### src/rtl/dbus_router.sv
// dbus_router: single-master to NCH-channel data bus router.
// Decodes m_addr[31:24] against per-channel bases. The request path is combinational.
// The response path (m_rdata/m_rvalid/bus_err/err_addr) is registered.
// Optional feature macro: DBUS_ROUTER_TIMEOUT_EN.
//   - Defined: a stalled access is forcibly terminated with an error after TIMEOUT_CYC cycles.
//   - Undefined: a stalled access waits until it is acked or until m_cs drops.
module dbus_router #(
    parameter int              NCH         = 4,
    parameter logic [NCH*8-1:0] BASE_LIST  = {8'h13, 8'h12, 8'h11, 8'h10},
    parameter int              TIMEOUT_CYC = 255,
    parameter logic [31:0]     ERR_DATA    = 32'hDEADBEEF
) (
    input  logic              clk,
    input  logic              cpurst_n,
    input  logic              m_cs,
    input  logic              m_we,
    input  logic [31:0]       m_addr,
    input  logic [31:0]       m_wdata,
    input  logic [3:0]        m_ben,
    output logic              m_stall,
    output logic [31:0]       m_rdata,
    output logic              m_rvalid,
    output logic              bus_err,
    output logic [31:0]       err_addr,
    output logic [NCH-1:0]    s_req,
    output logic              s_we,
    output logic [31:0]       s_addr,
    output logic [31:0]       s_wdata,
    output logic [3:0]        s_ben,
    input  logic [NCH*32-1:0] s_rdata,
    input  logic [NCH-1:0]    s_ack
);

    localparam int SELW = (NCH > 1) ? $clog2(NCH) : 1;

    typedef enum logic [0:0] {
        ST_IDLE = 1'b0,
        ST_WAIT = 1'b1
    } state_t;

    state_t           r_state;
    state_t           w_state_nxt;
    logic [NCH-1:0]   w_match;
    logic             w_hit;
    logic [SELW-1:0]  w_sel;
    logic             w_ack_sel;
    logic [31:0]      w_rdata_sel;
    logic             w_access;
    logic             w_unmapped;
    logic             w_done;
    logic             w_expire;
    logic             w_cnt_full;
    logic             w_stall;
    logic             r_rvalid;
    logic             r_err;
    logic [31:0]      r_rdata;
    logic [31:0]      r_err_addr;

    // Region decode: the lowest-indexed matching base wins when bases overlap.
    always_comb begin
        w_match = '0;
        w_sel   = '0;
        for (int k = 0; k < NCH; k++) begin
            w_match[k] = (m_addr[31:24] == BASE_LIST[8*k +: 8]);
        end
        for (int k = NCH - 1; k >= 0; k--) begin
            w_sel = w_match[k] ? SELW'(k) : w_sel;
        end
        w_hit = |w_match;
    end

    assign w_ack_sel   = s_ack[w_sel];
    assign w_rdata_sel = s_rdata[32*w_sel +: 32];
    assign w_access    = m_cs & w_hit;
    assign w_unmapped  = m_cs & ~w_hit;
    assign w_done      = w_access & w_ack_sel;

`ifdef DBUS_ROUTER_TIMEOUT_EN
    logic [15:0] r_wait_cnt;
    logic [15:0] w_wait_cnt_nxt;

    // Counts the cycles the current access has been stalled, including its first cycle.
    always_comb begin
        w_wait_cnt_nxt = 16'd0;
        if (w_stall) begin
            w_wait_cnt_nxt = r_wait_cnt + 16'd1;
        end else begin
            w_wait_cnt_nxt = 16'd0;
        end
    end

    // Wait counter register.
    always_ff @(posedge clk or negedge cpurst_n) begin
        if (!cpurst_n) begin
            r_wait_cnt <= 16'd0;
        end else begin
            r_wait_cnt <= w_wait_cnt_nxt;
        end
    end

    assign w_cnt_full = (r_state == ST_WAIT) && (r_wait_cnt == 16'(TIMEOUT_CYC - 1));
`else
    assign w_cnt_full = 1'b0;
`endif

    // An ack always beats the timeout; the terminating cycle releases the stall.
    assign w_expire = w_access & ~w_ack_sel & w_cnt_full;
    assign w_stall  = w_access & ~w_ack_sel & ~w_cnt_full;

    // Next-state logic: stay in WAIT only while the access is still being stalled.
    always_comb begin
        w_state_nxt = r_state;
        case (r_state)
            ST_IDLE: begin
                if (w_stall) begin
                    w_state_nxt = ST_WAIT;
                end else begin
                    w_state_nxt = ST_IDLE;
                end
            end
            ST_WAIT: begin
                if (w_stall) begin
                    w_state_nxt = ST_WAIT;
                end else begin
                    w_state_nxt = ST_IDLE;
                end
            end
            default: begin
                w_state_nxt = ST_IDLE;
            end
        endcase
    end

    // State register.
    always_ff @(posedge clk or negedge cpurst_n) begin
        if (!cpurst_n) begin
            r_state <= ST_IDLE;
        end else begin
            r_state <= w_state_nxt;
        end
    end

    // Master response: read data, read-valid pulse and error pulse with the faulting address.
    always_ff @(posedge clk or negedge cpurst_n) begin
        if (!cpurst_n) begin
            r_rvalid   <= 1'b0;
            r_err      <= 1'b0;
            r_rdata    <= 32'd0;
            r_err_addr <= 32'd0;
        end else begin
            r_rvalid <= 1'b0;
            r_err    <= 1'b0;
            if (w_done) begin
                if (!m_we) begin
                    r_rvalid <= 1'b1;
                    r_rdata  <= w_rdata_sel;
                end
            end else if (w_unmapped || w_expire) begin
                r_err      <= 1'b1;
                r_err_addr <= m_addr;
                if (!m_we) begin
                    r_rvalid <= 1'b1;
                    r_rdata  <= ERR_DATA;
                end
            end
        end
    end

    assign m_stall  = w_stall;
    assign m_rvalid = r_rvalid;
    assign m_rdata  = r_rdata;
    assign bus_err  = r_err;
    assign err_addr = r_err_addr;

    assign s_req   = w_access ? (NCH'(1) << w_sel) : '0;
    assign s_we    = m_we;
    assign s_addr  = {8'h00, m_addr[23:0]};
    assign s_wdata = m_wdata;
    assign s_ben   = m_ben;

endmodule

### config.mk
export PLATFORM = sky130hd
export DESIGN_NAME = dbus_router
export DESIGN_NICKNAME = d
export VERILOG_FILES = /design/src/rtl/dbus_router.sv
export SDC_FILE = /design/constraint.sdc
export NUM_CORES = 1
export LEC_CHECK = 0
export CAP_MARGIN = 10
export CORE_AREA = 2 2 134 136
export CTS_CLUSTER_DIAMETER = 50
export DETAILED_ROUTE_END_ITERATION = 16
export DIE_AREA = 0 0 136 138
export DONT_BUFFER_PORTS = 1
export MAX_ROUTING_LAYER = met4
export PLACE_DENSITY_LB_ADDON = 0.12
export SYNTH_ARGS = -nofsm -noshare
export SYNTH_HDL_FRONTEND = slang
export SYNTH_SLANG_ARGS = --single-unit
### constraint.sdc
create_clock -name clk -period 1.1 [get_ports clk]
set_input_delay 0.11 -clock clk [delete_from_list [all_inputs] [get_ports clk]]
set_output_delay 0.11 -clock clk [all_outputs]
set_load 0.02 [all_outputs]
# Word-level counts from Yosys, hierarchy flattened
# Index checks and enable logic that the tools add are counted.
[word_totals] regBits=66 in_bits=204 output_inout_bits=140 wordCells=40
[op_classes] n_lt_le_gt_ge=1 eq_ne=6 n_shift=2 n_mux=16 bitwise=7 n_reduce_logical=4
[ops] op="32-bit 2-to-1 mux" count=4
[ops] op="128-bit by 8-bit indexed part select with 32-bit output" count=1
[ops] op="8-bit by 5-bit equality test with 1-bit output, second input constant" count=4
[ops] op="2-bit 2-to-1 mux" count=4
[ops] op="1-bit 2-to-1 mux" count=6
[ops] op="1-bit AND" count=4
[ops] op="4-bit 2-to-1 mux" count=1
[ops] op="2-bit != test, second input constant" count=2
[ops] op="4-bit OR reduction" count=1
[ops] op="1-bit by 2-bit << shifter with 4-bit output, first input constant" count=1
[ops] op="2-bit by 3-bit < comparator with 1-bit output, second input constant" count=1
[ops] op="1-bit NOT" count=3
[ops] op="3-bit AND reduction" count=1
[ops] op="1-bit binary-select mux with 2-bit select" count=1
[ops] op="2-bit AND reduction" count=1
[ops] op="2-bit nonzero test" count=1

# Depth between registers and ports, before layout
# Gate-level depths: netlist (run 1).
[logic_depth] ltp_word=10 mapped_depth=7 depth_no_buf=4

# Worst setup path before layout (run 1)
# OpenSTA, ideal clock, no wires.
[synth_timing] path_kind="input-to-output" startpoint="input m_addr[31]" endpoint="output s_req[1]" arrival_time_ns=1.518 required_ns=0.990 path_slack_ns=-0.528 stages=6 n_path_buf=2 path_cell_list="nor4_1 and2_1 buf_2 buf_2 nand2_1 nor3b_1"
[synth_via] elab_chain_cells=7
[synth_lines] item="from (decl)" line_no="17" source="input logic [31:0] m_addr,"
[synth_lines] item="8-bit by 5-bit equality test with 1-bit output" line_no="64" source="w_match[k] = (m_addr[31:24] == BASE_LIST[8*k +: 8]);"
[synth_lines] item="2-bit 2-to-1 mux (4 in a row)" line_no="67" source="w_sel = w_match[k] ? SELW'(k) : w_sel;"
[synth_lines] item="1-bit by 2-bit << shifter with 4-bit output" line_no="175" source="assign s_req = w_access ? (NCH'(1) << w_sel) : '0;"
[synth_lines] item="4-bit 2-to-1 mux *" line_no="175"
[synth_lines] item="to (decl)" line_no="25" source="output logic [NCH-1:0] s_req,"
# Mark *: on every way between the ends. The rest lies on a longest branch, timed or not.

# Final worst setup path (run 1)
[layout_timing] startpoint="input m_addr[31]" endpoint="output s_req[2]"
# The elaborated chain is that of the path after synthesis.

==> metrics.md, run 1 <==
| Metric | Value |
|---|---|
| Sequential-to-total area share from yosys stat | 0.360 |
| Clock root cell | clkbuf_16 |
| Fill cells | 1798 |
| Overall Power | 6.53 mW |
| Worst reg2reg setup slack | 230 ps |
| DP Cell Count | 658 |
| CTS clk-pin slew, worst paths | 60 ps |
| Asr flop ratio synth | 1.00 |
| Sw Share | 0.277 |
| Peak supply drop | 0.635 mV |
| Cts hold-fix bufs | 33 |
| WP data arrival | 1170 ps |
| Synth cell types | 35 |
| Metal2 WL | 7.39 mm |
| Cell count after synthesis | 484 |
| Area contributors post-synth | dfrtp_1 36%, mux2_2 16%, buf_4 12% |
| MaxCap Viol Count | 0 |
| Mux cell area share after synthesis | 0.162 |
| Most used flip-flop cell after synthesis | dfrtp_1 |
| Synth Area in Compound Gates | 0.205 |
| Worst setup SP type | input pin |
| Highest-count cells in the layout ignoring fill and taps | 66 x dfrtp_1, 65 x nor2_1, 40 x buf_4 |
| Crit path max fanout | 4 |
| Worst Reg2Reg Path Length in Cells | 1 |
| Initial antenna violation count | 2 |
| Status | finished, violations left |
| Mean Syn Cell Area | 9.49 sq um |
| DP Area | 4900 sq um |
| Antenna-violating nets left | 0 |
| Sequential cell area | 1650 sq um |
| Xor and xnor area share after synthesis | 0 |
| First-pass GRT wire length | 22.0 mm |
| Final #Nets | 680 |
| Worst hold-check path type | in2async |
| Number of synthesized register bits | 66 |
| Die W | 136 um |
| Fin area | 5780 sq um |
| Most common cell after layout, fill and taps aside | dfrtp_1 |
| Power Internal | 4.72 mW |
| Number of global-route vias before repair | 3739 |
| Via density per instance | 5.02 |
| Area leader, netlist | dfrtp_1 |
| Vias post-DR | 3574 |
| Total wire length | 15.0 mm |
| Port buffer count | 0 |
| Highest clock rate | 783 MHz |
| Share of layout cells above drive strength 1 | 0.420 |
| Core area | 17500 sq um |
| RSZ-0062 raised after global routing | true |
| Largest net degree at the start of global routing | 103 |
| Simple-gate share of the synthesized area | 0.0861 |
| Number of synthesized flops with an enable pin | 0 |
| Largest family of logic cells by synthesized area | compound AO/OA/AOI/OAI gates |
| Die height | 138 um |
| Router iterations before antenna repair | 4 |
| CTS sink cnt | 66 |
| Number of top-level pins | 344 |
| Worst clock skew | 0 ps |
| Clk Latency, worst-skew pair | 330 ps |
| Final min period | 1280 ps |
| Hold Fails Final Rpt | 66 |
| Initial Util | 0.262 |
| Synth warn | 0 |
| GRT overflow | 0 |
| Row cnt | 49 |
| Fin crit share | 1.16 |
| Reg2reg end | err_addr[3] |
| Net Sw Power | 1.81 mW |
| Remaining DRCs | 0 |
| Flop pwr share | 0.429 |
| Synthesis-to-layout area growth | 25.9% |
| Slew Viols, Final | 0 |
| Metal3 WL | 1.53 mm |
| Hold slack | -533 ps |
| Dpl hpwl | 9.99 mm |
| Max layer used | met4 |
| Min setup slack post-route | -176 ps |
| Worst EP required | 990 ps |
| Adder-cell share of the synthesized area | 0 |
| Final design utilization | 0.330 |
| Lkg Pwr | 2.32 nW |
| Wire length per cell | 21.0 um |
| Kind of critical path | in2out |
| Setup total negative slack | -5690 ps |
| Logic gate share of total power | 0.162 |
| RR Startpoint | err_addr[3] |
| Pwr dens | 1130 nW/um^2 |
| Crit end category | output port |
| Cell area after synthesis | 4590 sq um |
| Total GRT Usage | 0.158 |
| TritonCTS Buffers | 9 |
| Final setup viols | 69 |
| Area of the multi-input gates | 2550 sq um |
| CTS max path bufs | 2 |
| Clock Power Share | 0.409 |
| Final GP Congestion | 0.756 |
| CTS tree | yes |
| Number of DRC markers in iteration 0 | 122 |
| M1 WL | 5.90 mm |
| H-tree depth | 3 |
| Failing checks | negative hold slack, negative setup slack |
| Setup Slack @ Placement | -378 ps |
| Final cell count without fillers | 712 |
| Top cell type's share of synthesized area | 0.360 |
| Die area | 18800 sq um |
## timing repair
item | in CTS | in global routing
resized for setup | 23 | 25
gates cloned | 0 | 1
buffers inserted | 2 | 0
pin swaps | 3 | 0
endpoints found under the hold margin | 127 | 66
setup endpoints to repair | 12 | 69
## layout make-up
type	instances	share of cell area
Multi-Input combinational cell	282	0.442
Sequential cell	66	0.286
Timing Repair Buffer	85	0.153
Tap cell	229	0.0496
Clock buffer	9	0.0390
Inverter	32	0.0208
Clock inverter	7	0.00952
Antenna cell	2	0.000866
## registers in the layout, indices dropped and copies added (netlist names)
register and flops:
err_addr 32, m_rdata 32, bus_err 1, m_rvalid 1
## worst max-delay path, stage by stage
cell	delay, ps
nor4_4	320
buf_12	140
and2_4	140
buf_12	100
nand2_8	60
nor3b_4	290
## power by group through the flow
| stage | registers, mW | logic [mW] | clock network [mW] |
|---|---|---|---|
| 6_report | 2.80 | 1.06 | 2.67 |
| 3_3_place_gp | 2.85 | 0.855 | 0 |
| 5_1_grt | 2.82 | 1.14 | 2.93 |
| 4_1_cts | 2.80 | 1.03 | 2.83 |
| 2_1_floorplan | 2.85 | 1.07 | 0 |
| 3_5_place_dp | 2.85 | 0.856 | 0 |
## how the worst max path moves through the flow
stage               startpoint  slack (ps)      endpoint
finish              m_addr[31]        -180      s_req[2]
detailed placement  m_addr[26]        -380    m_rdata[9]
floorplan           m_addr[26]        -180  err_addr[10]
global route        m_addr[31]        -260      s_req[1]
CTS                 m_addr[31]        -200      s_req[2]
global placement    m_addr[26]        -380   m_rdata[25]
## per-layer routing
layer / up-vias / GRT usage
met5: - / -
met4: 0 / 0.0389
met3: 17 / 0.0623
met2: 211 / 0.260
met1: 1709 / 0.179
li1: 1637 / -
## synthesized netlist by cell type, types with 10 or more instances
library cell / instances
o31ai_2: 18
o22ai_1: 31
mux2_2: 64
inv_1: 32
a41oi_1: 31
o31ai_1: 13
clkbuf_1: 10
dfrtp_1: 66
buf_4: 75
o21ai_0: 21
nor2_1: 66
buf_2: 17
## cell families after synthesis
logic type	Yosys count
and+or+nand+nor	88
DFF	66
AOI/OAI and AO/OA	121
buffers and inverters	143
muxes	65
other	1
Note: power is estimated with default switching activity, not from simulation.
==> run 2, diff against run 1 <==
Settings changed: PLACE_DENSITY set to 0.38, PLACE_DENSITY_LB_ADDON 0.12 to not set.
==> run 2 against run 1 <==
Effect of this change:
- the flow still finishes with violations (negative hold slack, negative setup slack)
- clock skew did not move
- total power increased by 4.8%
- combinational power about the same
- fmax increased by 2.3%
- count of clock-buffer cells in the layout is 2 higher
- setup slack improved by 28 ps
- critical endpoint is now m_rdata[5]
- highest routed layer unchanged
==> metrics.md, run 2 (same netlist as run 1, synthesis figures left out) <==
| Metric | Value |
|---|---|
| Lkg Pwr | 2.35 nW |
| Hold slack | -532 ps |
| Power Internal | 5.02 mW |
| H-tree depth | 3 |
| CTS tree | yes |
| Highest clock rate | 801 MHz |
| Number of global-route vias before repair | 3703 |
| Crit-path leading delay family | buffers and inverters |
| Final cell count without fillers | 718 |
| Number of DRC markers in iteration 0 | 111 |
| Final GP Congestion | 0.742 |
| Cts hold-fix bufs | 33 |
| Metal2 WL | 7.01 mm |
| Core area | 17500 sq um |
| Crit. path cell count | 8 |
| Max stage delay on crit path | 330 ps |
| Final min period | 1250 ps |
| Die area | 18800 sq um |
| Clk Latency, worst-skew pair | 330 ps |
| Status | finished, violations left |
| Final setup viols | 69 |
| Worst clock skew | 0 ps |
| CP max-delay cell | nor4_4 |
| Antenna cells | 0 |
| CTS sink cnt | 66 |
| First-pass GRT wire length | 20.9 mm |
| Flop pwr share | 0.409 |
| TritonCTS Buffers | 9 |
| Crit path max fanout | 15 |
| Kind of critical path | in2reg |
| Hold Fails Final Rpt | 66 |
| Buf/Inv on CP | 4 |
| Worst setup endpoint | m_rdata[5] |
| Share of layout cells above drive strength 1 | 0.401 |
| Die W | 136 um |
| GRT overflow | 0 |
| Via density per instance | 5.06 |
| Max layer used | met4 |
| Pwr dens | 1180 nW/um^2 |
| WP data arrival | 1460 ps |
| Metal3 WL | 1.18 mm |
| Initial antenna violation count | 0 |
| Worst reg2reg setup slack | 230 ps |
| Clock Power Share | 0.436 |
| Reg2reg end | err_addr[0] |
| Failing checks | negative hold slack, negative setup slack |
| Highest-count cells in the layout ignoring fill and taps | 66 x dfrtp_1, 65 x nor2_1, 47 x buf_4 |
| Peak supply drop | 0.661 mV |
| Port buffer count | 0 |
| Dpl hpwl | 9.43 mm |
| Wire length per cell | 20.3 um |
| Net Sw Power | 1.82 mW |
| Remaining DRCs | 0 |
| Crit path from | m_addr[31] |
| M1 WL | 6.19 mm |
| Total GRT Usage | 0.149 |
| Router iterations before antenna repair | 4 |
| Antenna-violating nets left | 0 |
| Worst setup SP type | input pin |
| Logic gate share of total power | 0.154 |
| RR Startpoint | err_addr[0] |
| Setup total negative slack | -5280 ps |
| Die height | 138 um |
| Largest net degree at the start of global routing | 103 |
| Synthesis-to-layout area growth | 26.1% |
| Initial Util | 0.262 |
| Total wire length | 14.6 mm |
| CP Cell Sequence | nor4_4 -> buf_12 -> buf_6 -> nand4b_1 -> buf_4 -> clkbuf_16 -> o22ai_1 -> o31ai_2 |
| Crit end category | flip-flop |
| Vias post-DR | 3630 |
| Worst Reg2Reg Path Length in Cells | 1 |
| CTS clk-pin slew, worst paths | 60 ps |
| Worst hold-check path type | in2async |
| Worst EP required | 1310 ps |
| Final #Nets | 688 |
| MaxCap Viol Count | 0 |
| Fin crit share | 1.13 |
| Slew Viols, Final | 0 |
| Sw Share | 0.267 |
| Most common cell after layout, fill and taps aside | dfrtp_1 |
| Min setup slack post-route | -148 ps |
| Row cnt | 49 |
| Number of top-level pins | 344 |
| CTS max path bufs | 2 |
| Setup Slack @ Placement | -383 ps |
| DP Cell Count | 666 |
| Clock root cell | clkbuf_16 |
| RSZ-0062 raised after global routing | true |
run 2: cell count changes in the layout (fill, tap and decap cells not counted), sizes merged:
cell    change
buf         +8
bufinv      +1
clkbuf      +2
clkinv      -3
diode       -2
run 2: metal layers:
layer / global-route usage / vias to the layer above
met5: - / -
met4: 0.0455 / 0
met3: 0.0466 / 20
met2: 0.239 / 199
met1: 0.178 / 1752
li1: - / 1659
run 2: power groups by stage:
stage	clock [mW]	combinational (mW)	sequential [mW]
after CTS	3.10	1.04	2.80
final	2.99	1.06	2.80
after floorplan	0	1.07	2.85
after detailed placement	0	0.895	2.85
after global placement	0	0.889	2.85
after global routing	3.20	1.13	2.82
run 2: layout make-up:
type | count | area (sq um)
sequential | 66 | 1650
timing repair buffer | 93 | 950
multi-input combinational | 282 | 2480
tap | 229 | 287
inverter | 32 | 120
clock inverter | 5 | 62.6
clock buffer | 11 | 243
fill | 1791 | 11700
run 2: metrics by stage:
step / util / area [sq um] / total power, mW
after floorplan: - / 4940 / 3.92
after global placement: 0.284 / 4990 / 3.73
after detailed placement: 0.284 / 4990 / 3.74
after CTS: 0.323 / 5660 / 6.94
after global routing: 0.330 / 5790 / 7.16
final: 0.330 / 5790 / 6.85
run 2: worst min path at each step:
stage,endpoint,slack (ps),cells past startpoint
floorplan,bus_err,-190,0
global placement,err_addr[5],-180,0
detailed placement,err_addr[6],-180,0
CTS,err_addr[6],-550,0
global route,m_rdata[3],-560,0
finish,err_addr[6],-530,0
run 2: repair_timing:
item | CTS | global route
buffers inserted | 2 | 1
gates cloned | 0 | 1
endpoints found under the setup margin | 8 | 69
hold endpoints to repair | 124 | 66
resized for setup | 4 | 16
pin swaps | 4 | 2
